--- src/rtl/mem_stage_lsu_if.sv ---
// Bus bundle between the memory-stage LSU, the EX/MEM and MEM/WB pipeline registers, and data memory.
// The master modport is the LSU; the slave modport is the pipeline/memory side.
interface mem_stage_lsu_if #(
  parameter int unsigned ADDR_WIDTH = 32
);
  logic [ADDR_WIDTH-1:0] IN_ALU_RESULT;
  logic [31:0]           IN_DATA2;
  logic [2:0]            IN_FUNCT3;
  logic                  IN_MEM_READ;
  logic                  IN_MEM_WRITE;
  logic [31:0]           OUT_DMEM_OUT;
  logic                  BUSYWAIT;
  logic                  ACCESS_FAULT;
  logic                  TIMEOUT_ERR;
  logic                  MEM_READ;
  logic                  MEM_WRITE;
  logic [ADDR_WIDTH-3:0] MEM_ADDRESS;
  logic [31:0]           MEM_WRITEDATA;
  logic [3:0]            MEM_BYTE_EN;
  logic [31:0]           MEM_READDATA;
  logic                  MEM_BUSYWAIT;

  modport master (
    input  IN_ALU_RESULT, IN_DATA2, IN_FUNCT3, IN_MEM_READ, IN_MEM_WRITE,
    input  MEM_READDATA, MEM_BUSYWAIT,
    output OUT_DMEM_OUT, BUSYWAIT, ACCESS_FAULT, TIMEOUT_ERR,
    output MEM_READ, MEM_WRITE, MEM_ADDRESS, MEM_WRITEDATA, MEM_BYTE_EN
  );

  modport slave (
    output IN_ALU_RESULT, IN_DATA2, IN_FUNCT3, IN_MEM_READ, IN_MEM_WRITE,
    output MEM_READDATA, MEM_BUSYWAIT,
    input  OUT_DMEM_OUT, BUSYWAIT, ACCESS_FAULT, TIMEOUT_ERR,
    input  MEM_READ, MEM_WRITE, MEM_ADDRESS, MEM_WRITEDATA, MEM_BYTE_EN
  );
endinterface

--- src/rtl/mem_stage_lsu.sv ---
// Memory-stage load/store unit: turns a load/store into a word-addressed memory handshake,
// aligns/extends load data, and stalls the pipeline while an access is outstanding.
module mem_stage_lsu #(
  parameter int unsigned ADDR_WIDTH     = 32,
  parameter int unsigned TIMEOUT_CYCLES = 64
) (
  input  logic            CLK,
  input  logic            RESET,
  mem_stage_lsu_if.master bus
);
  localparam int unsigned WA    = ADDR_WIDTH - 2;
  localparam int unsigned CNT_W = $clog2(TIMEOUT_CYCLES);

  typedef enum logic [1:0] {S_IDLE, S_READ, S_WRITE, S_DONE} state_e;

  state_e            state_q, state_d;
  logic [CNT_W-1:0]  cnt_q, cnt_d;
  logic              mem_read_q, mem_read_d;
  logic              mem_write_q, mem_write_d;
  logic [WA-1:0]     addr_q, addr_d;
  logic [31:0]       wdata_q, wdata_d;
  logic [3:0]        be_q, be_d;
  logic [2:0]        f3_q, f3_d;
  logic [1:0]        lane_q, lane_d;
  logic [31:0]       dout_q, dout_d;
  logic              fault_q, fault_d;
  logic              tmo_q, tmo_d;

  logic [1:0]  addr_lo;
  logic        req_rd, req_any, legal, aligned, req_valid;
  logic [31:0] st_wdata;
  logic [3:0]  st_be;
  logic [7:0]  ld_byte;
  logic [15:0] ld_half;
  logic [31:0] ld_data;

  // Request decode: legality, alignment and store lane formatting
  always_comb begin
    addr_lo  = bus.IN_ALU_RESULT[1:0];
    req_rd   = bus.IN_MEM_READ;
    req_any  = bus.IN_MEM_READ | bus.IN_MEM_WRITE;
    legal    = 1'b0;
    aligned  = 1'b0;
    st_wdata = bus.IN_DATA2;
    st_be    = 4'b1111;
    case (bus.IN_FUNCT3)
      3'b000, 3'b001, 3'b010: legal = 1'b1;
      3'b100, 3'b101:         legal = req_rd;
      default:                legal = 1'b0;
    endcase
    case (bus.IN_FUNCT3[1:0])
      2'b00: begin
        aligned  = 1'b1;
        st_wdata = {4{bus.IN_DATA2[7:0]}};
        st_be    = 4'b0001 << addr_lo;
      end
      2'b01: begin
        aligned  = ~addr_lo[0];
        st_wdata = {2{bus.IN_DATA2[15:0]}};
        st_be    = addr_lo[1] ? 4'b1100 : 4'b0011;
      end
      2'b10:   aligned = (addr_lo == 2'b00);
      default: aligned = 1'b0;
    endcase
    req_valid = req_any & legal & aligned;
  end

  // Load extraction uses the lane and size captured when the access started
  always_comb begin
    case (lane_q)
      2'd0:    ld_byte = bus.MEM_READDATA[7:0];
      2'd1:    ld_byte = bus.MEM_READDATA[15:8];
      2'd2:    ld_byte = bus.MEM_READDATA[23:16];
      default: ld_byte = bus.MEM_READDATA[31:24];
    endcase
    ld_half = lane_q[1] ? bus.MEM_READDATA[31:16] : bus.MEM_READDATA[15:0];
    case (f3_q)
      3'b000:  ld_data = {{24{ld_byte[7]}}, ld_byte};
      3'b001:  ld_data = {{16{ld_half[15]}}, ld_half};
      3'b100:  ld_data = {24'd0, ld_byte};
      3'b101:  ld_data = {16'd0, ld_half};
      default: ld_data = bus.MEM_READDATA;
    endcase
  end

  always_comb begin
    state_d     = state_q;
    cnt_d       = cnt_q;
    mem_read_d  = mem_read_q;
    mem_write_d = mem_write_q;
    addr_d      = addr_q;
    wdata_d     = wdata_q;
    be_d        = be_q;
    f3_d        = f3_q;
    lane_d      = lane_q;
    dout_d      = dout_q;
    fault_d     = 1'b0;
    tmo_d       = 1'b0;
    unique case (state_q)
      S_IDLE: begin
        if (req_valid) begin
          state_d     = req_rd ? S_READ : S_WRITE;
          mem_read_d  = req_rd;
          mem_write_d = ~req_rd;
          addr_d      = bus.IN_ALU_RESULT[ADDR_WIDTH-1:2];
          wdata_d     = st_wdata;
          be_d        = req_rd ? 4'b0000 : st_be;
          f3_d        = bus.IN_FUNCT3;
          lane_d      = addr_lo;
          cnt_d       = '0;
        end else if (req_any) begin
          fault_d = 1'b1;
        end
      end
      S_READ, S_WRITE: begin
        // Memory readiness wins over a timeout landing on the same edge
        if (!bus.MEM_BUSYWAIT) begin
          state_d     = S_DONE;
          mem_read_d  = 1'b0;
          mem_write_d = 1'b0;
          if (state_q == S_READ) dout_d = ld_data;
        end else if (cnt_q == CNT_W'(TIMEOUT_CYCLES - 1)) begin
          state_d     = S_DONE;
          mem_read_d  = 1'b0;
          mem_write_d = 1'b0;
          tmo_d       = 1'b1;
          if (state_q == S_READ) dout_d = 32'd0;
        end else begin
          cnt_d = cnt_q + CNT_W'(1);
        end
      end
      S_DONE:  state_d = S_IDLE;
      default: state_d = S_IDLE;
    endcase
  end

  always_ff @(posedge CLK or negedge RESET) begin
    if (!RESET) begin
      state_q     <= S_IDLE;
      cnt_q       <= '0;
      mem_read_q  <= 1'b0;
      mem_write_q <= 1'b0;
      addr_q      <= '0;
      wdata_q     <= 32'd0;
      be_q        <= 4'd0;
      f3_q        <= 3'd0;
      lane_q      <= 2'd0;
      dout_q      <= 32'd0;
      fault_q     <= 1'b0;
      tmo_q       <= 1'b0;
    end else begin
      state_q     <= state_d;
      cnt_q       <= cnt_d;
      mem_read_q  <= mem_read_d;
      mem_write_q <= mem_write_d;
      addr_q      <= addr_d;
      wdata_q     <= wdata_d;
      be_q        <= be_d;
      f3_q        <= f3_d;
      lane_q      <= lane_d;
      dout_q      <= dout_d;
      fault_q     <= fault_d;
      tmo_q       <= tmo_d;
    end
  end

  // Stall is combinational so the requesting instruction is held from its first cycle
  assign bus.BUSYWAIT = RESET & (((state_q == S_IDLE) & req_valid) |
                                 (state_q == S_READ) | (state_q == S_WRITE));

  assign bus.OUT_DMEM_OUT  = dout_q;
  assign bus.ACCESS_FAULT  = fault_q;
  assign bus.TIMEOUT_ERR   = tmo_q;
  assign bus.MEM_READ      = mem_read_q;
  assign bus.MEM_WRITE     = mem_write_q;
  assign bus.MEM_ADDRESS   = addr_q;
  assign bus.MEM_WRITEDATA = wdata_q;
  assign bus.MEM_BYTE_EN   = be_q;
endmodule
--- src/flat_wrapper.sv ---
// flat-port wrapper written by rule: the top's interface ports become plain ports
module mem_stage_lsu_flat 
#(
  parameter int unsigned ADDR_WIDTH     = 32,
  parameter int unsigned TIMEOUT_CYCLES = 64
)
  (CLK, RESET, bus_IN_ALU_RESULT, bus_IN_DATA2, bus_IN_FUNCT3, bus_IN_MEM_READ, bus_IN_MEM_WRITE, bus_MEM_READDATA, bus_MEM_BUSYWAIT, bus_OUT_DMEM_OUT, bus_BUSYWAIT, bus_ACCESS_FAULT, bus_TIMEOUT_ERR, bus_MEM_READ, bus_MEM_WRITE, bus_MEM_ADDRESS, bus_MEM_WRITEDATA, bus_MEM_BYTE_EN);
  mem_stage_lsu_if #(.ADDR_WIDTH(ADDR_WIDTH)) bus_i ();
  input  logic CLK;
  input  logic RESET;
  input wire logic [$bits(bus_i.IN_ALU_RESULT)-1:0] bus_IN_ALU_RESULT;
  input wire logic [$bits(bus_i.IN_DATA2)-1:0] bus_IN_DATA2;
  input wire logic [$bits(bus_i.IN_FUNCT3)-1:0] bus_IN_FUNCT3;
  input wire logic [$bits(bus_i.IN_MEM_READ)-1:0] bus_IN_MEM_READ;
  input wire logic [$bits(bus_i.IN_MEM_WRITE)-1:0] bus_IN_MEM_WRITE;
  input wire logic [$bits(bus_i.MEM_READDATA)-1:0] bus_MEM_READDATA;
  input wire logic [$bits(bus_i.MEM_BUSYWAIT)-1:0] bus_MEM_BUSYWAIT;
  output wire logic [$bits(bus_i.OUT_DMEM_OUT)-1:0] bus_OUT_DMEM_OUT;
  output wire logic [$bits(bus_i.BUSYWAIT)-1:0] bus_BUSYWAIT;
  output wire logic [$bits(bus_i.ACCESS_FAULT)-1:0] bus_ACCESS_FAULT;
  output wire logic [$bits(bus_i.TIMEOUT_ERR)-1:0] bus_TIMEOUT_ERR;
  output wire logic [$bits(bus_i.MEM_READ)-1:0] bus_MEM_READ;
  output wire logic [$bits(bus_i.MEM_WRITE)-1:0] bus_MEM_WRITE;
  output wire logic [$bits(bus_i.MEM_ADDRESS)-1:0] bus_MEM_ADDRESS;
  output wire logic [$bits(bus_i.MEM_WRITEDATA)-1:0] bus_MEM_WRITEDATA;
  output wire logic [$bits(bus_i.MEM_BYTE_EN)-1:0] bus_MEM_BYTE_EN;
  assign bus_i.IN_ALU_RESULT = bus_IN_ALU_RESULT;
  assign bus_i.IN_DATA2 = bus_IN_DATA2;
  assign bus_i.IN_FUNCT3 = bus_IN_FUNCT3;
  assign bus_i.IN_MEM_READ = bus_IN_MEM_READ;
  assign bus_i.IN_MEM_WRITE = bus_IN_MEM_WRITE;
  assign bus_i.MEM_READDATA = bus_MEM_READDATA;
  assign bus_i.MEM_BUSYWAIT = bus_MEM_BUSYWAIT;
  assign bus_OUT_DMEM_OUT = bus_i.OUT_DMEM_OUT;
  assign bus_BUSYWAIT = bus_i.BUSYWAIT;
  assign bus_ACCESS_FAULT = bus_i.ACCESS_FAULT;
  assign bus_TIMEOUT_ERR = bus_i.TIMEOUT_ERR;
  assign bus_MEM_READ = bus_i.MEM_READ;
  assign bus_MEM_WRITE = bus_i.MEM_WRITE;
  assign bus_MEM_ADDRESS = bus_i.MEM_ADDRESS;
  assign bus_MEM_WRITEDATA = bus_i.MEM_WRITEDATA;
  assign bus_MEM_BYTE_EN = bus_i.MEM_BYTE_EN;
  mem_stage_lsu #(.ADDR_WIDTH(ADDR_WIDTH), .TIMEOUT_CYCLES(TIMEOUT_CYCLES)) u_core (.CLK(CLK), .RESET(RESET), .bus(bus_i));
endmodule
--- config.mk ---
export PLATFORM = sky130hd
export DESIGN_NAME = mem_stage_lsu_flat
export DESIGN_NICKNAME = d
export VERILOG_FILES = /design/src/rtl/mem_stage_lsu_if.sv /design/src/rtl/mem_stage_lsu.sv /design/src/flat_wrapper.sv
export SDC_FILE = /design/constraint.sdc
export NUM_CORES = 1
export LEC_CHECK = 0
export CAP_MARGIN = 5
export CORE_MARGIN = 2
export CORE_UTILIZATION = 30
export DETAILED_ROUTE_END_ITERATION = 8
export GPL_TIMING_DRIVEN = 0
export PLACE_DENSITY = 0.56
export SLEW_MARGIN = 20
export SYNTH_ARGS = -nofsm -noshare
export SYNTH_HDL_FRONTEND = slang
export SYNTH_SLANG_ARGS = --single-unit
--- constraint.sdc ---
create_clock -name CLK -period 4.2 [get_ports CLK]
set_clock_uncertainty 0.1 [all_clocks]
set_input_delay 1.26 -clock CLK [delete_from_list [all_inputs] [get_ports CLK]]
set_output_delay 1.26 -clock CLK [all_outputs]
set_load 0.05 [all_outputs]
* After elaboration in Yosys (flattened, before gate mapping)
Cells that the tools add are included.
W data, S select, Z words.
** Word-level totals
- Register bits :: 115
- Output and inout port bits :: 103
- Bits of input ports :: 104
** Operators by class
- Equality and inequality tests :: 21
- Shifts and indexed selects :: 1
- Bitwise gates (word level) :: 9
- $add $sub $neg :: 1
- Reduce and logical (&&, ||, !) cells :: 16
- Mux-type cells :: 34
** Operators by type and width (number)
- $mux W32 :: 4
- $pmux W32 S4 :: 1
- $pmux W32 S2 :: 1
- $pmux W8 S3 :: 1
- $mux W6 :: 3
- $mux W16 :: 1
- $eq A3 B3 Y1 const B :: 4
- $pmux W6 S2 :: 1
- $mux W1 :: 10
- $eq A2 B2 Y1 const B :: 4
- $logic_not A2 Y1 :: 4
- $mux W2 :: 4
- $mux W4 :: 2
- $pmux W4 S2 :: 1
- $reduce_and A4 Y1 :: 2
- $add A6 B1 Y6 const B :: 1
- $eq A2 B1 Y1 const B :: 3
- $eq A3 B1 Y1 const B :: 2
- $eq A6 B6 Y1 const B :: 1
- $logic_not A3 Y1 :: 2
- $ne A2 B1 Y1 const B :: 3
- $pmux W1 S2 :: 3
- $pmux W2 S3 :: 1
- $and A1 B1 Y1 :: 4
- other kinds (12) :: 19

* Depth between registers and ports, before layout
Gate-level depths: netlist (run 1).
- Word-level depth :: 9
- Depth in mapped cells :: 9
- Depth with buffers taken out :: 7

* Worst setup path before layout (run 1)
No wires, ideal clock.
- Kind :: input to output
- Start point :: input port bus_IN_FUNCT3[1]
- End point :: output port bus_BUSYWAIT
- Data arrival time :: 3.057 ns
- Stages on the path :: 5
- Path buffers :: 2
- Path slack :: -0.217 ns
- Path through :: clkbuf_1 -> o21ai_0 -> o2111ai_1 -> clkbuf_1 -> a21boi_0
** On the way
- Longest elaborated chain between the ends :: 9
- Elaborated cells between the ends (all ways) :: 18
- Classes of those cells :: 6 x eq/ne; 2 x mux; 6 x bitwise; 4 x reduce/logical
** Ends and longest elaborated chain
- from (decl) :: RTL line flat_wrapper.sv:13 : input wire logic [$bits(bus_i.IN_FUNCT3)-1:0] bus_IN_FUNCT3;
- $eq A3 B1 Y1 (tied with other cells) :: RTL line mem_stage_lsu.sv:46 : case (bus.IN_FUNCT3)
- $reduce_or A3 Y1 / $reduce_or A2 Y1 (equally long branches) :: RTL line mem_stage_lsu.sv:46
- $pmux W1 S2 :: RTL line mem_stage_lsu.sv:46
- $and A1 B1 Y1 :: RTL line mem_stage_lsu.sv:65 : req_valid = req_any & legal & aligned;
- $and A1 B1 Y1 (*) :: RTL line mem_stage_lsu.sv:65
- $and A1 B1 Y1 (*) :: RTL line mem_stage_lsu.sv:168 : assign bus.BUSYWAIT = RESET & (((state_q == S_IDLE) & req_valid) |
- $or A1 B1 Y1 (*) :: RTL line mem_stage_lsu.sv:168
- $or A1 B1 Y1 (*) :: RTL line mem_stage_lsu.sv:169 : (state_q == S_READ) | (state_q == S_WRITE));
- $and A1 B1 Y1 (*) :: RTL line mem_stage_lsu.sv:168
- to (decl) :: RTL line flat_wrapper.sv:19 : output wire logic [$bits(bus_i.BUSYWAIT)-1:0] bus_BUSYWAIT;
Every way passes the cells marked *; elsewhere a longest branch is shown, timed or not.

* Final worst setup path (run 1)
- Start point :: input port bus_IN_MEM_WRITE
- End point :: output port bus_BUSYWAIT
** On the way
- Longest elaborated chain between the ends :: 7
** Ends and longest elaborated chain
- from (decl) :: RTL line flat_wrapper.sv:15 : input wire logic [$bits(bus_i.IN_MEM_WRITE)-1:0] bus_IN_MEM_WRITE;
- $or A1 B1 Y1 :: RTL line mem_stage_lsu.sv:41 : req_any = bus.IN_MEM_READ | bus.IN_MEM_WRITE;
- $and A1 B1 Y1 (2 in series) :: RTL line mem_stage_lsu.sv:65
- $and A1 B1 Y1 :: RTL line mem_stage_lsu.sv:168
- $or A1 B1 Y1 :: RTL line mem_stage_lsu.sv:168
- $or A1 B1 Y1 :: RTL line mem_stage_lsu.sv:169
- $and A1 B1 Y1 :: RTL line mem_stage_lsu.sv:168
Every way passes these cells.

==> run metrics, run 1 <==
Total Wirelength=17,400 um; Die H=137 um; Synth cell types=43; Sw Ratio=0.455; worst-case reg-to-reg path depth=9; Ys Warns=0; vias in the first global route=4,963; top cells by area, synth=dfrtp_1 54%, mux2_2 8.9%, mux2i_1 6.2%, a221o_1 4.3%, nand2_1 3.6%; cts bufs inserted=17; startpoint class of the critical path=input port; Avg Synthesized Cell Area=11.1 sq um; Site Rows=48; asr flop ratio synth=1.00; Sink Count=115; WL/cell=18.4 um; fin util=0.483; Post-synth top flop=dfrtp_1; root buf cell=clkbuf_16; CP Max Fanout=10; area of the multi-input gates=2270 sq um; worst reg-to-reg setup slack=1.62 ns; first drt pass iteration count=4; family with the most delay on the worst path=buffers and inverters; Max clock buf depth=2; die area=18,800 sq um; origin of the critical flop-to-flop path=u_core.state_q[0]; Tcrit/Tclk final=0.964; cells after synthesis=479; routability cong.=0.866; core footprint=17,300 sq um; Pwr Density=923 nW/um^2; critical path class=in -> out; Max Freq=247 MHz; post-synthesis sequential area ratio=0.542; CTS tree=built; Final Setup Violations=0; Die X=137 um; share of cells above drive strength 1=0.131; DRT antenna net count=0; Reg clk slew, reported paths=0.05 ns; first-pass GRT wire length=27,300 um; Hold Startpoint=u_core.bus.MEM_BYTE_EN[1]; Post-synth EDFFs=0; Worst-Skew Late Latency=0.42 ns; Comb power frac=0.539; DP Area=7670 sq um; cells along the critical path=clkdlybuf4s50_1 > nor2b_1 > o2111ai_2 > clkbuf_8 > a21boi_1 > buf_4; Worst-Margin Slew=1.02 ns; Slowest cell on crit path=clkdlybuf4s50_1; CP arrival=2.69 ns; FILL cells=1,546; Layout Nets=814; hold path cells=2; # port buffers=205; drt via density=5.00; initial core utilization=0.307; hold endpoint=u_core.bus.MEM_BYTE_EN[1]; Remaining DRCs=0; Max IR drop VDD=0.524 mV; number of max-cap violations=0; Clock power frac=0.208; Crit path required time=2.84 ns; Pleak=3.60 nW; Cell Int Power=4.20 mW; pin count of the biggest net entering global routing=79; Crit path largest cell delay=0.48 ns; Yosys reg bits=115; final hold vios=0; Flop pwr share=0.254; Mapped Nets=588; RSZ-0062 raised after global routing=false; gr usage total=0.192; DR vias=4,712; total power=7.71 mW; CP bufs+invs=3; Switch Pwr=3.51 mW; Slew Viols, Final=0; status=finished, final reports clean; reg2reg end=u_core.bus.OUT_DMEM_OUT[1]; Yosys top cell by area=dfrtp_1; HP Class=reg -> reg; share of the synthesized area in the top cell type=0.542; diode count=0; initial antenna violation count=0; Worst setup EP type=output pin; initial DRC count=256; Area Growth Syn to Fin=57.4%; # IOs=207; Final Cell Area=8350 sq um; Tmin final=4.05 ns; sequential cell area=2880 sq um; slew margin rel.=0.319; GR Overflow Total=0; Final HPWL DP=13,000 um; mapped cell area=5310 sq um; H-Tree Depth=4
==> tightest hold or removal path: stages (launching register included) <==
cell and delay (ns):
dfrtp_1 0.33, nand2_1 0.05, o31ai_1 0.06
==> placed cells by master, fill, tap and decap left out, drive strengths merged, types with 2 or more instances in the layout <==
cell	netlist	routed
nand3b	3	3
o31ai	5	5
clkinv	0	4
or2	2	2
nand2b	3	3
nor2b	3	3
o221ai	2	2
ha	5	5
inv	9	9
clkbuf	25	47
dlymetal6s2s	0	3
mux2	42	42
or4	2	2
nor3b	6	6
o21ai	35	35
a221o	23	23
nor2	43	43
mux2i	33	33
a21o	2	2
nand3	7	7
buf	8	12
dfrtp	115	115
a21oi	31	31
or3	2	2
clkdlybuf4s50	0	199
o41ai	7	7
nand2	51	51
bufinv	0	5
==> cell usage after synthesis (2+ instances only) <==
library cell  count
or2_2             2
or3_1             2
nand3_1           7
nand2_1          51
nor2b_1           3
o21ai_0          32
inv_1             9
o221ai_1          2
mux2i_1          33
buf_2             7
clkbuf_1         25
mux2_2           42
a221o_1          23
o31ai_1           5
o21ai_4           2
nor3b_1           6
nor2_1           43
a21o_1            2
nand2b_1          3
o41ai_1           7
ha_1              5
dfrtp_1         115
nand3b_1          3
a21oi_1          31
==> final cells by class <==
type	count	share of cell area
Sequential cell	115	0.345
Clock buffer	22	0.0568
Buffer	33	0.0171
Inverter	9	0.00404
Timing Repair Buffer	207	0.250
Tap cell	225	0.0337
Clock inverter	10	0.0213
Multi-Input combinational cell	322	0.272
==> worst max path at each step <==
stage / cells past startpoint / start / slack (ns) / to
after floorplan: 5 / bus_IN_FUNCT3[1] / 0.17 / bus_BUSYWAIT
after global placement: 3 / RESET / -4.14 / bus_BUSYWAIT
after detailed placement: 6 / bus_IN_ALU_RESULT[1] / -0.99 / bus_BUSYWAIT
after CTS: 6 / bus_IN_FUNCT3[0] / 0.01 / bus_BUSYWAIT
after global routing: 6 / bus_IN_ALU_RESULT[1] / 0.05 / bus_BUSYWAIT
final: 6 / bus_IN_MEM_WRITE / 0.15 / bus_BUSYWAIT
==> stage by stage <==
step | hold WS, ns | TNS (ns) | worst slack [ns] | std cells
global placement | 0.362 | -335.38 | -4.14 | 909
global route | 0.406 | 0 | 0.0474 | 943
floorplan | 0.374 | 0 | 0.168 | 479
detailed placement | 0.368 | -0.994 | -0.994 | 910
finish | 0.380 | 0 | 0.150 | 943
CTS | 0.381 | 0 | 0.0110 | 943
==> state kept, by name (all words and copies together) (netlist names) <==
name and flops:
u_core.bus.MEM_WRITE 1, u_core.bus.MEM_ADDRESS 30, u_core.f3_q 3, u_core.bus.TIMEOUT_ERR 1
u_core.bus.MEM_BYTE_EN 4, u_core.bus.MEM_READ 1, u_core.cnt_q 6, u_core.state_q 2
u_core.lane_q 2, u_core.bus.MEM_WRITEDATA 32, u_core.bus.ACCESS_FAULT 1, u_core.bus.OUT_DMEM_OUT 32
==> power by group through the flow <==
stage,Combinational [mW],Clock (mW),Sequential (mW)
2_1_floorplan,1.06,0,3.59
3_3_place_gp,4.13,0,1.95
3_5_place_dp,4.16,0,1.96
4_1_cts,4.18,1.63,1.96
5_1_grt,4.39,1.69,2.02
6_report,4.15,1.60,1.96
==> layer usage <==
metal | GRT usage | vias to the layer above | routed length (um) | part of all wire
li1 | - | 2183 | - | -
met1 | 0.230 | 2315 | 7430 | 0.43
met2 | 0.314 | 193 | 8030 | 0.46
met3 | 0.0752 | 21 | 1640 | 0.094
met4 | 0.0664 | 0 | 298 | 0.017
met5 | 0 | - | 0 | 0
==> kinds of logic after synthesis <==
kind of cell | Yosys count | synth area share
buffers and inverters | 42 | 0.0314
muxes | 76 | 0.156
DFF | 115 | 0.542
and+or+nand+nor | 124 | 0.104
AOI/OAI and AO/OA | 116 | 0.153
xor gates and xnor gates | 1 | 0.00165
adders and majority gates | 5 | 0.0118
==> what timing repair did <==
action | in CTS | in global routing
hold buffers | 0 | 0
pin swaps | 1 | 1
setup endpoints to repair | 1 | 1
hold endpoints to repair | 0 | 0
setup buffers | 1 | 0
resized for setup | 12 | 3
Note: power is estimated with default switching activity, not from simulation.
==> run 2, diff against run 1 <==
--- a/config.mk
+++ b/config.mk
@@ -11,6 +11,7 @@
 export DETAILED_ROUTE_END_ITERATION = 8
 export GPL_TIMING_DRIVEN = 0
 export PLACE_DENSITY = 0.56
+export SKIP_CTS_REPAIR_TIMING = 1
 export SLEW_MARGIN = 20
 export SYNTH_ARGS = -nofsm -noshare
 export SYNTH_HDL_FRONTEND = slang
==> run 2 against run 1 <==
Effect of this change: critical endpoint unchanged; final area barely moved; sequential share of layout area barely moved; total power barely moved; via count fell by 0.23%; largest power group unchanged.
==> run metrics, run 2 (same netlist as run 1, synthesis figures left out) <==
status=finished, final reports clean; CP arrival=2.70 ns (about the same); Slowest cell on crit path=clkdlybuf4s50_1; Area Growth Syn to Fin=57.4% (about the same); Pleak=3.60 nW (+0.13%); number of max-cap violations=0 (unchanged); Tcrit/Tclk final=0.967 (+0.00269); Site Rows=48 (unchanged); cts bufs inserted=17 (unchanged); first-pass GRT wire length=27,200 um (-0.25%); sequential cell area=2880 sq um (unchanged); Crit path required time=2.84 ns (about the same); CP bufs+invs=3 (unchanged); core footprint=17,300 sq um (unchanged); first drt pass iteration count=4 (unchanged); Max clock buf depth=2 (unchanged); Max Freq=246 MHz (-0.28%); worst-case reg-to-reg path depth=9 (unchanged); pin count of the biggest net entering global routing=79 (unchanged); initial antenna violation count=0 (unchanged); initial DRC count=242 (-5.5%); # IOs=207 (unchanged); FILL cells=1,547 (+0.065%); Tmin final=4.06 ns (+0.0113 ns); slew margin rel.=0.319 (about the same); Die X=137 um (unchanged); GR Overflow Total=0 (unchanged); Sink Count=115 (unchanged); CTS tree=built; startpoint class of the critical path=input port; stages on the worst setup path=6 (unchanged); Worst-Margin Slew=1.02 ns (+0.000219 ns); reg2reg end=u_core.bus.OUT_DMEM_OUT[5]; H-Tree Depth=4 (unchanged); WL/cell=18.4 um (unchanged); Crit path largest cell delay=0.48 ns (about the same); hold endpoint=u_core.bus.MEM_BYTE_EN[1]; Pwr Density=923 nW/um^2 (about the same); total power=7.71 mW (about the same); worst reg-to-reg setup slack=1.60 ns (-0.02 ns); area of the multi-input gates=2270 sq um (unchanged); Reg clk slew, reported paths=0.05 ns (about the same); commonest non-fill, non-tap cells in the layout=199 x clkdlybuf4s50_1, 115 x dfrtp_1, 51 x nand2_1, 43 x nor2_1, 42 x mux2_2; Total Wirelength=17,400 um (unchanged); RSZ-0062 raised after global routing=false; root buf cell=clkbuf_16; commonest non-fill, non-tap cell in the layout=clkdlybuf4s50_1; Die H=137 um (unchanged); origin of the critical flop-to-flop path=u_core.state_q[0]; DRT antenna net count=0 (unchanged); die area=18,800 sq um (unchanged); critical path class=in -> out; final hold vios=0 (unchanged); drt via density=4.99 (-0.23%); Final Setup Violations=0 (unchanged); vias in the first global route=4,957 (-0.12%); HP Class=reg -> reg; family with the most delay on the worst path=buffers and inverters; Hold Startpoint=u_core.bus.MEM_BYTE_EN[1]; share of cells above drive strength 1=0.131 (unchanged); CP Max Fanout=10 (unchanged); routability cong.=0.866 (unchanged); Worst-Skew Late Latency=0.42 ns (about the same); Layout Nets=814 (unchanged); gr usage total=0.192 (-0.000394); WHS=0.379 ns (-0.000334 ns); cells along the critical path=clkdlybuf4s50_1 > nor2b_1 > o2111ai_2 > clkbuf_4 > a21boi_1 > buf_4; initial core utilization=0.307 (unchanged); # port buffers=205 (unchanged); Worst setup EP type=output pin; Max IR drop VDD=0.524 mV (about the same); Slew Viols, Final=0 (unchanged); DR vias=4,701 (-0.23%); hold path cells=2 (unchanged); Final HPWL DP=13,000 um (unchanged); Remaining DRCs=0 (unchanged); diode count=0 (unchanged)
-- run 2: per-layer routing --
metal | routed length, um | share of wire | track usage
met5 | 0 | 0 | 0
met4 | 309 | 0.018 | 0.0664
met3 | 1670 | 0.096 | 0.0756
met2 | 8000 | 0.46 | 0.313
met1 | 7420 | 0.43 | 0.230
-- run 2: layout make-up --
type / count / area share
Clock inverter: 10 / 0.0213
Sequential cell: 115 / 0.345
Clock buffer: 22 / 0.0568
Multi-Input combinational cell: 322 / 0.272
Tap cell: 225 / 0.0337
Inverter: 9 / 0.00405
Timing Repair Buffer: 207 / 0.251
Buffer: 33 / 0.0163
-- run 2: worst max path at each step --
stage	startpoint	to	slack, ns
floorplan	bus_IN_FUNCT3[1]	bus_BUSYWAIT	0.17
global placement	RESET	bus_BUSYWAIT	-4.14
detailed placement	bus_IN_ALU_RESULT[1]	bus_BUSYWAIT	-0.99
CTS	bus_IN_ALU_RESULT[1]	bus_BUSYWAIT	-1.02
global route	bus_IN_MEM_WRITE	bus_BUSYWAIT	0.03
finish	bus_IN_MEM_WRITE	bus_BUSYWAIT	0.14
-- run 2: power breakdown --
group | internal, mW | leakage (nW) | switching (mW)
Clock | 1.09 | 0.320 | 0.508
Sequential | 1.64 | 1.43 | 0.313
Combinational | 1.46 | 1.85 | 2.69
-- run 2: stage by stage --
step / TNS [ns] / instance area (sq um) / setup slack (ns) / instances / util
after floorplan: 0 / 5310 / 0.168 / 479 / -
after global placement: -335.38 / 7640 / -4.14 / 909 / 0.442
after detailed placement: -0.994 / 7670 / -0.994 / 910 / 0.443
after CTS: -1.02 / 8320 / -1.02 / 942 / 0.481
after global routing: 0 / 8350 / 0.0296 / 943 / 0.483
final: 0 / 8350 / 0.139 / 943 / 0.483
-- run 2: worst reg2reg max path, cell delays in order, from the launching register on --
cell      delay (ns)
dfrtp_1         0.38
inv_1           0.09
ha_1            0.35
clkbuf_1        0.24
nand2_1         0.11
a21o_1          0.13
clkbuf_1        0.45
clkbuf_1        0.43
nand2_1         0.12
o41ai_1         0.08
==> run 3, diff against run 2 <==
--- a/config.mk
+++ b/config.mk
@@ -11,6 +11,7 @@
 export DETAILED_ROUTE_END_ITERATION = 8
 export GPL_TIMING_DRIVEN = 0
 export PLACE_DENSITY = 0.56
+export RECOVER_POWER = 25
 export SKIP_CTS_REPAIR_TIMING = 1
 export SLEW_MARGIN = 20
 export SYNTH_ARGS = -nofsm -noshare
==> run 3 against run 2 <==
Effect of this change: the flow now finishes with violations (max-capacitance violations, max-slew violations); die area is the same; sequential cell count is the same; sequential power is essentially flat; clock power is essentially flat; utilization shrank 0.13 points; sequential share of layout area grew 0.093 points; register-to-register slack is essentially flat; via count is essentially flat; clock-buffer cell count is the same.
==> run metrics, run 3 (same netlist as run 1, synthesis figures left out) <==
worst setup path start=bus_IN_MEM_WRITE; initial antenna violation count=0 (unchanged); Final HPWL DP=13,000 um (unchanged); commonest non-fill, non-tap cell in the layout=clkdlybuf4s50_1; initial DRC count=242 (unchanged); Pleak=3.59 nW (-0.24%); gr usage total=0.192 (unchanged); failing checks=max-capacitance violations, max-slew violations; worst reg-to-reg setup slack=1.60 ns (about the same); Die H=137 um (unchanged); WL/cell=18.5 um (about the same); worst-case reg-to-reg path depth=9 (unchanged); die area=18,800 sq um (unchanged); Sink Count=115 (unchanged); Layout Nets=814 (unchanged); Worst setup EP type=output pin; cts bufs inserted=17 (unchanged); CP bufs+invs=3 (unchanged); Worst-Margin Slew=1.97 ns (+0.952 ns); Remaining DRCs=0 (unchanged); first drt pass iteration count=4 (unchanged); stages on the worst setup path=6 (unchanged); Total Wirelength=17,400 um (about the same); first-pass GRT wire length=27,200 um (unchanged); Final Setup Violations=0 (unchanged); Crit path largest cell delay=0.48 ns (about the same); Max IR drop VDD=0.524 mV (about the same); family with the most delay on the worst path=buffers and inverters; total power=7.71 mW (about the same); TNS Setup=0 ns (unchanged); share of cells above drive strength 1=0.131 (unchanged); Slew Viols, Final=79 (+79); Crit path required time=2.84 ns (about the same); drt via density=4.98 (about the same); number of max-cap violations=1 (+1); commonest non-fill, non-tap cells in the layout=199 x clkdlybuf4s50_1, 115 x dfrtp_1, 51 x nand2_1, 43 x nor2_1, 42 x mux2_2; routability cong.=0.866 (unchanged); initial core utilization=0.307 (unchanged); H-Tree Depth=4 (unchanged); placed cell count=910 (unchanged); Max clock buf depth=2 (unchanged); sequential cell area=2880 sq um (unchanged); # IOs=207 (unchanged); origin of the critical flop-to-flop path=u_core.state_q[0]; Tmin final=4.06 ns (-0.0000200 ns); reg2reg end=u_core.bus.OUT_DMEM_OUT[5]; final hold vios=0 (unchanged); Slowest cell on crit path=clkdlybuf4s50_1; DR vias=4,699 (-0.043%); slew margin rel.=-0.314 (-0.632); CTS tree=built; crit path capture=bus_BUSYWAIT; Finished Layout Cells=943 (unchanged); GR Overflow Total=0 (unchanged); Reg clk slew, reported paths=0.05 ns (about the same); startpoint class of the critical path=input port; root buf cell=clkbuf_16; critical path class=in -> out; area of the multi-input gates=2270 sq um (unchanged); Worst-Skew Late Latency=0.42 ns (about the same); vias in the first global route=4,957 (unchanged); Tcrit/Tclk final=0.967 (about the same); Site Rows=48 (unchanged); Die X=137 um (unchanged); Area Growth Syn to Fin=57.0%; pin count of the biggest net entering global routing=79 (unchanged); DRT antenna net count=0 (unchanged); CP Max Fanout=10 (unchanged); RSZ-0062 raised after global routing=false; status=finished with violations; FILL cells=1,550 (+0.19%); HP Class=reg -> reg; Max Freq=246 MHz (about the same); diode count=0 (unchanged); core footprint=17,300 sq um (unchanged); cells along the critical path=clkdlybuf4s50_1 > nor2b_1 > o2111ai_2 > clkbuf_4 > a21boi_1 > buf_4; CP arrival=2.70 ns (about the same); Pwr Density=926 nW/um^2 (+0.24%); # port buffers=205 (unchanged)
-- run 3: changes by cell type in the layout (fill, tap and decap cells not counted), sizes merged --
| cell | change |
|---|---|
| clkbuf | +1 |
| buf | -1 |
-- run 3: layout make-up --
| type | count | share of cell area |
|---|---|---|
| plain buffers | 33 | 0.0164 |
| multi-input cells | 322 | 0.273 |
| inverters | 9 | 0.00406 |
| repair buffers | 207 | 0.249 |
| clock buffers | 22 | 0.0569 |
| clock inverters | 10 | 0.0213 |
| well taps | 225 | 0.0338 |
| flip-flops and latches | 115 | 0.346 |
-- run 3: per-stage QoR --
step                setup WS (ns)  area (sq um)   util  hold slack [ns]
detailed placement         -0.994          7670  0.443            0.368
global route               0.0296          8330  0.481            0.406
CTS                         -1.02          8320  0.481            0.381
floorplan                   0.168          5310      -            0.374
global placement            -4.14          7640  0.442            0.362
finish                      0.139          8330  0.481            0.379
-- run 3: worst min path at each step --
stage	endpoint	slack [ns]	cells past startpoint	startpoint
global route	u_core.bus.OUT_DMEM_OUT[2]	0.41	2	u_core.bus.OUT_DMEM_OUT[2]
global placement	u_core.bus.MEM_WRITEDATA[24]	0.36	2	u_core.bus.MEM_WRITEDATA[24]
finish	u_core.bus.MEM_BYTE_EN[1]	0.38	2	u_core.bus.MEM_BYTE_EN[1]
detailed placement	u_core.bus.OUT_DMEM_OUT[2]	0.37	2	u_core.bus.OUT_DMEM_OUT[2]
CTS	u_core.bus.MEM_BYTE_EN[1]	0.38	2	u_core.bus.MEM_BYTE_EN[1]
floorplan	u_core.cnt_q[1]	0.37	2	u_core.cnt_q[1]
-- run 3: power breakdown --
| group | leakage [nW] | total (mW) | internal [mW] | switching [mW] |
|---|---|---|---|---|
| logic | 1.84 | 4.15 | 1.46 | 2.69 |
| registers | 1.43 | 1.96 | 1.64 | 0.313 |
| clock network | 0.320 | 1.60 | 1.09 | 0.508 |
| total | 3.59 | 7.71 | 4.20 | 3.51 |
-- run 3: worst register-to-register path, stage by stage (launching register included) --
cell and delay [ns]:
dfrtp_1 0.38, inv_1 0.09, ha_1 0.35, clkbuf_1 0.24
nand2_1 0.11, a21o_1 0.13, clkbuf_1 0.45, clkbuf_1 0.43
nand2_1 0.12, o41ai_1 0.08
-- run 3: layer usage --
metal / vias up / share of wire / track usage
li1: 2184 / - / -
met1: 2302 / 0.43 / 0.230
met2: 191 / 0.46 / 0.313
met3: 22 / 0.096 / 0.0756
met4: 0 / 0.018 / 0.0664
met5: - / 0 / 0
==> variant (settings of run 2) <==
`TIMEOUT_CYCLES` is set to 64 in 2 places; all go to 128.
--- a/src/rtl/mem_stage_lsu.sv
+++ b/src/rtl/mem_stage_lsu.sv
@@ -2,7 +2,7 @@
 // aligns/extends load data, and stalls the pipeline while an access is outstanding.
 module mem_stage_lsu #(
   parameter int unsigned ADDR_WIDTH     = 32,
-  parameter int unsigned TIMEOUT_CYCLES = 64
+  parameter int unsigned TIMEOUT_CYCLES = 128
 ) (
   input  logic            CLK,
   input  logic            RESET,
--- a/src/flat_wrapper.sv
+++ b/src/flat_wrapper.sv
@@ -2,7 +2,7 @@
 module mem_stage_lsu_flat 
 #(
   parameter int unsigned ADDR_WIDTH     = 32,
-  parameter int unsigned TIMEOUT_CYCLES = 64
+  parameter int unsigned TIMEOUT_CYCLES = 128
 )
   (CLK, RESET, bus_IN_ALU_RESULT, bus_IN_DATA2, bus_IN_FUNCT3, bus_IN_MEM_READ, bus_IN_MEM_WRITE, bus_MEM_READDATA, bus_MEM_BUSYWAIT, bus_OUT_DMEM_OUT, bus_BUSYWAIT, bus_ACCESS_FAULT, bus_TIMEOUT_ERR, bus_MEM_READ, bus_MEM_WRITE, bus_MEM_ADDRESS, bus_MEM_WRITEDATA, bus_MEM_BYTE_EN);
   mem_stage_lsu_if #(.ADDR_WIDTH(ADDR_WIDTH)) bus_i ();
Function: same outputs for any inputs over 4 cycles, from zero or initial values and one cycle with RESET low; that may be too few to reach the edited logic, so the function may still have changed.
==> variant against run 2 <==
  * Setup slack got worse by 27 ps
  * Routed wire length rose by 0.83%
  * Sequential cell count up 1
  * Clock power fell by 7%
  * Global-route usage shrank 0.070 points
  * Via count rose by 4.9%
  * Sequential power decreased by 4%
  * Cell area grew 0.25%
  * Non-clock buffer count increased by 3
  * Critical path depth fell by 1
  * Area after synthesis increased by 1.0%
  * Power shrank 7.7%
  * Critical path type unchanged
  * Largest cell class unchanged
  * Largest power group unchanged
  * Highest routed layer unchanged
==> variant: results (changes against run 2) <==
| Metric | Value |
|---|---|
| First drt pass iteration count | 5 (was 4) |
| Filler cell count | 1621 (was 1547) |
| Post-synthesis mux area share | 7.21% (was 15.6%) |
| Clock group | 1490 uW (was 1600 uW) |
| Setup slack at placement | -1410 ps (was -994 ps) |
| Top post-synthesis cells by area | dfrtp_1 (54%), nand2_1 (12%), mux2i_1 (6.2%), a221o_1 (3.2%), nor2_1 (2.4%) (was dfrtp_1 (54%), mux2_2 (8.9%), mux2i_1 (6.2%), a221o_1 (4.3%), nand2_1 (3.6%)) |
| CP max stage cell | o21ai_0 (was clkdlybuf4s50_1) |
| Gpl congestion | 0.826 (was 0.866) |
| Crit path max fanout | 4 (was 10) |
| Commonest cells post-synth | nand2_1 (174), dfrtp_1 (116), nor2_1 (34) (was dfrtp_1 (115), nand2_1 (51), nor2_1 (43)) |
| Avg WL per Cell | 17.1 um (was 18.4 um) |
| Leakage | 0.00381 uW (was 0.00360 uW) |
| Global-route wire length before repair | 27.3 mm (was 27.2 mm) |
| Hold_sp | u_core.bus.MEM_ADDRESS[14] (was u_core.bus.MEM_BYTE_EN[1]) |
| Hold slack final | 371 ps (was 379 ps) |
| Yosys cell types | 47 (was 43) |
| Fin util | 48.2% (was 48.3%) |
| GRT Total Usage | 19.1% (was 19.2%) |
| Hpwl dp | 13.3 mm (was 13.0 mm) |
| Final Power | 7120 uW (was 7710 uW) |
| Seq/Total Area, Yosys | 54.2% (about the same) |
| Crit. Startpoint | bus_IN_MEM_WRITE (unchanged) |
| Top delay family on crit path | compound AO/OA/AOI/OAI gates (was buffers and inverters) |
| Seq pwr | 1890 uW (was 1960 uW) |
| Layout cells sized above 1 | 8.11% (was 13.1%) |
| Internal power | 3840 uW (was 4200 uW) |
| Status | completed (unchanged) |
| Reg2reg path depth | 7 (was 9) |
| Vias in the first global route | 5170 (was 4957) |
| Post-synthesis xor/xnor area fraction | 0.490% (was 0.165%) |
| Pin count of the biggest net entering global routing | 76 (was 79) |
| Setup slack, reg-to-reg | 1530 ps (was 1600 ps) |
| WHS Endpoint | u_core.bus.MEM_ADDRESS[14] (was u_core.bus.MEM_BYTE_EN[1]) |
| Final layout net count | 897 (was 814) |
| Tcrit/Tclk final | 97.3% (was 96.7%) |
| Area share of fa/ha/maj cells after synthesis | 1.17% (was 1.18%) |
| Crit path arrival time | 2730 ps (was 2700 ps) |
-- variant: cell count changes after synthesis, moves of 4 or more --
cell and change:
nand2_1 +123, mux2_2 -39, o21ai_1 +14, a21oi_1 -12, o21ai_0 -10, clkbuf_1 -9, nor2_1 -9, buf_2 +8
a222oi_1 +7, a221o_1 -6, inv_1 +6, nor2b_1 +4
-- variant: layer usage --
metal	vias to the layer above	global-route usage (%)	wire, um
met3	15	8.54	1910
met2	186	30.5	8130
met5	-	0	0
met4	0	6.19	248
li1	2376	-	-
met1	2354	23.0	7260
-- variant: through the flow --
step	cells	instance area [sq um]
floorplan	561	5360
global route	1026	8370
finish	1026	8370
global placement	991	7690
CTS	1024	8330
detailed placement	992	7720
-- variant: cell type report --
class / instances / share of cell area, %
plain buffers: 35 / 1.97
clock buffers: 19 / 5.41
inverters: 15 / 0.673
flip-flops and latches: 116 / 34.7
well taps: 225 / 3.36
multi-input cells: 395 / 26.8
repair buffers: 208 / 25.2
clock inverters: 13 / 1.88
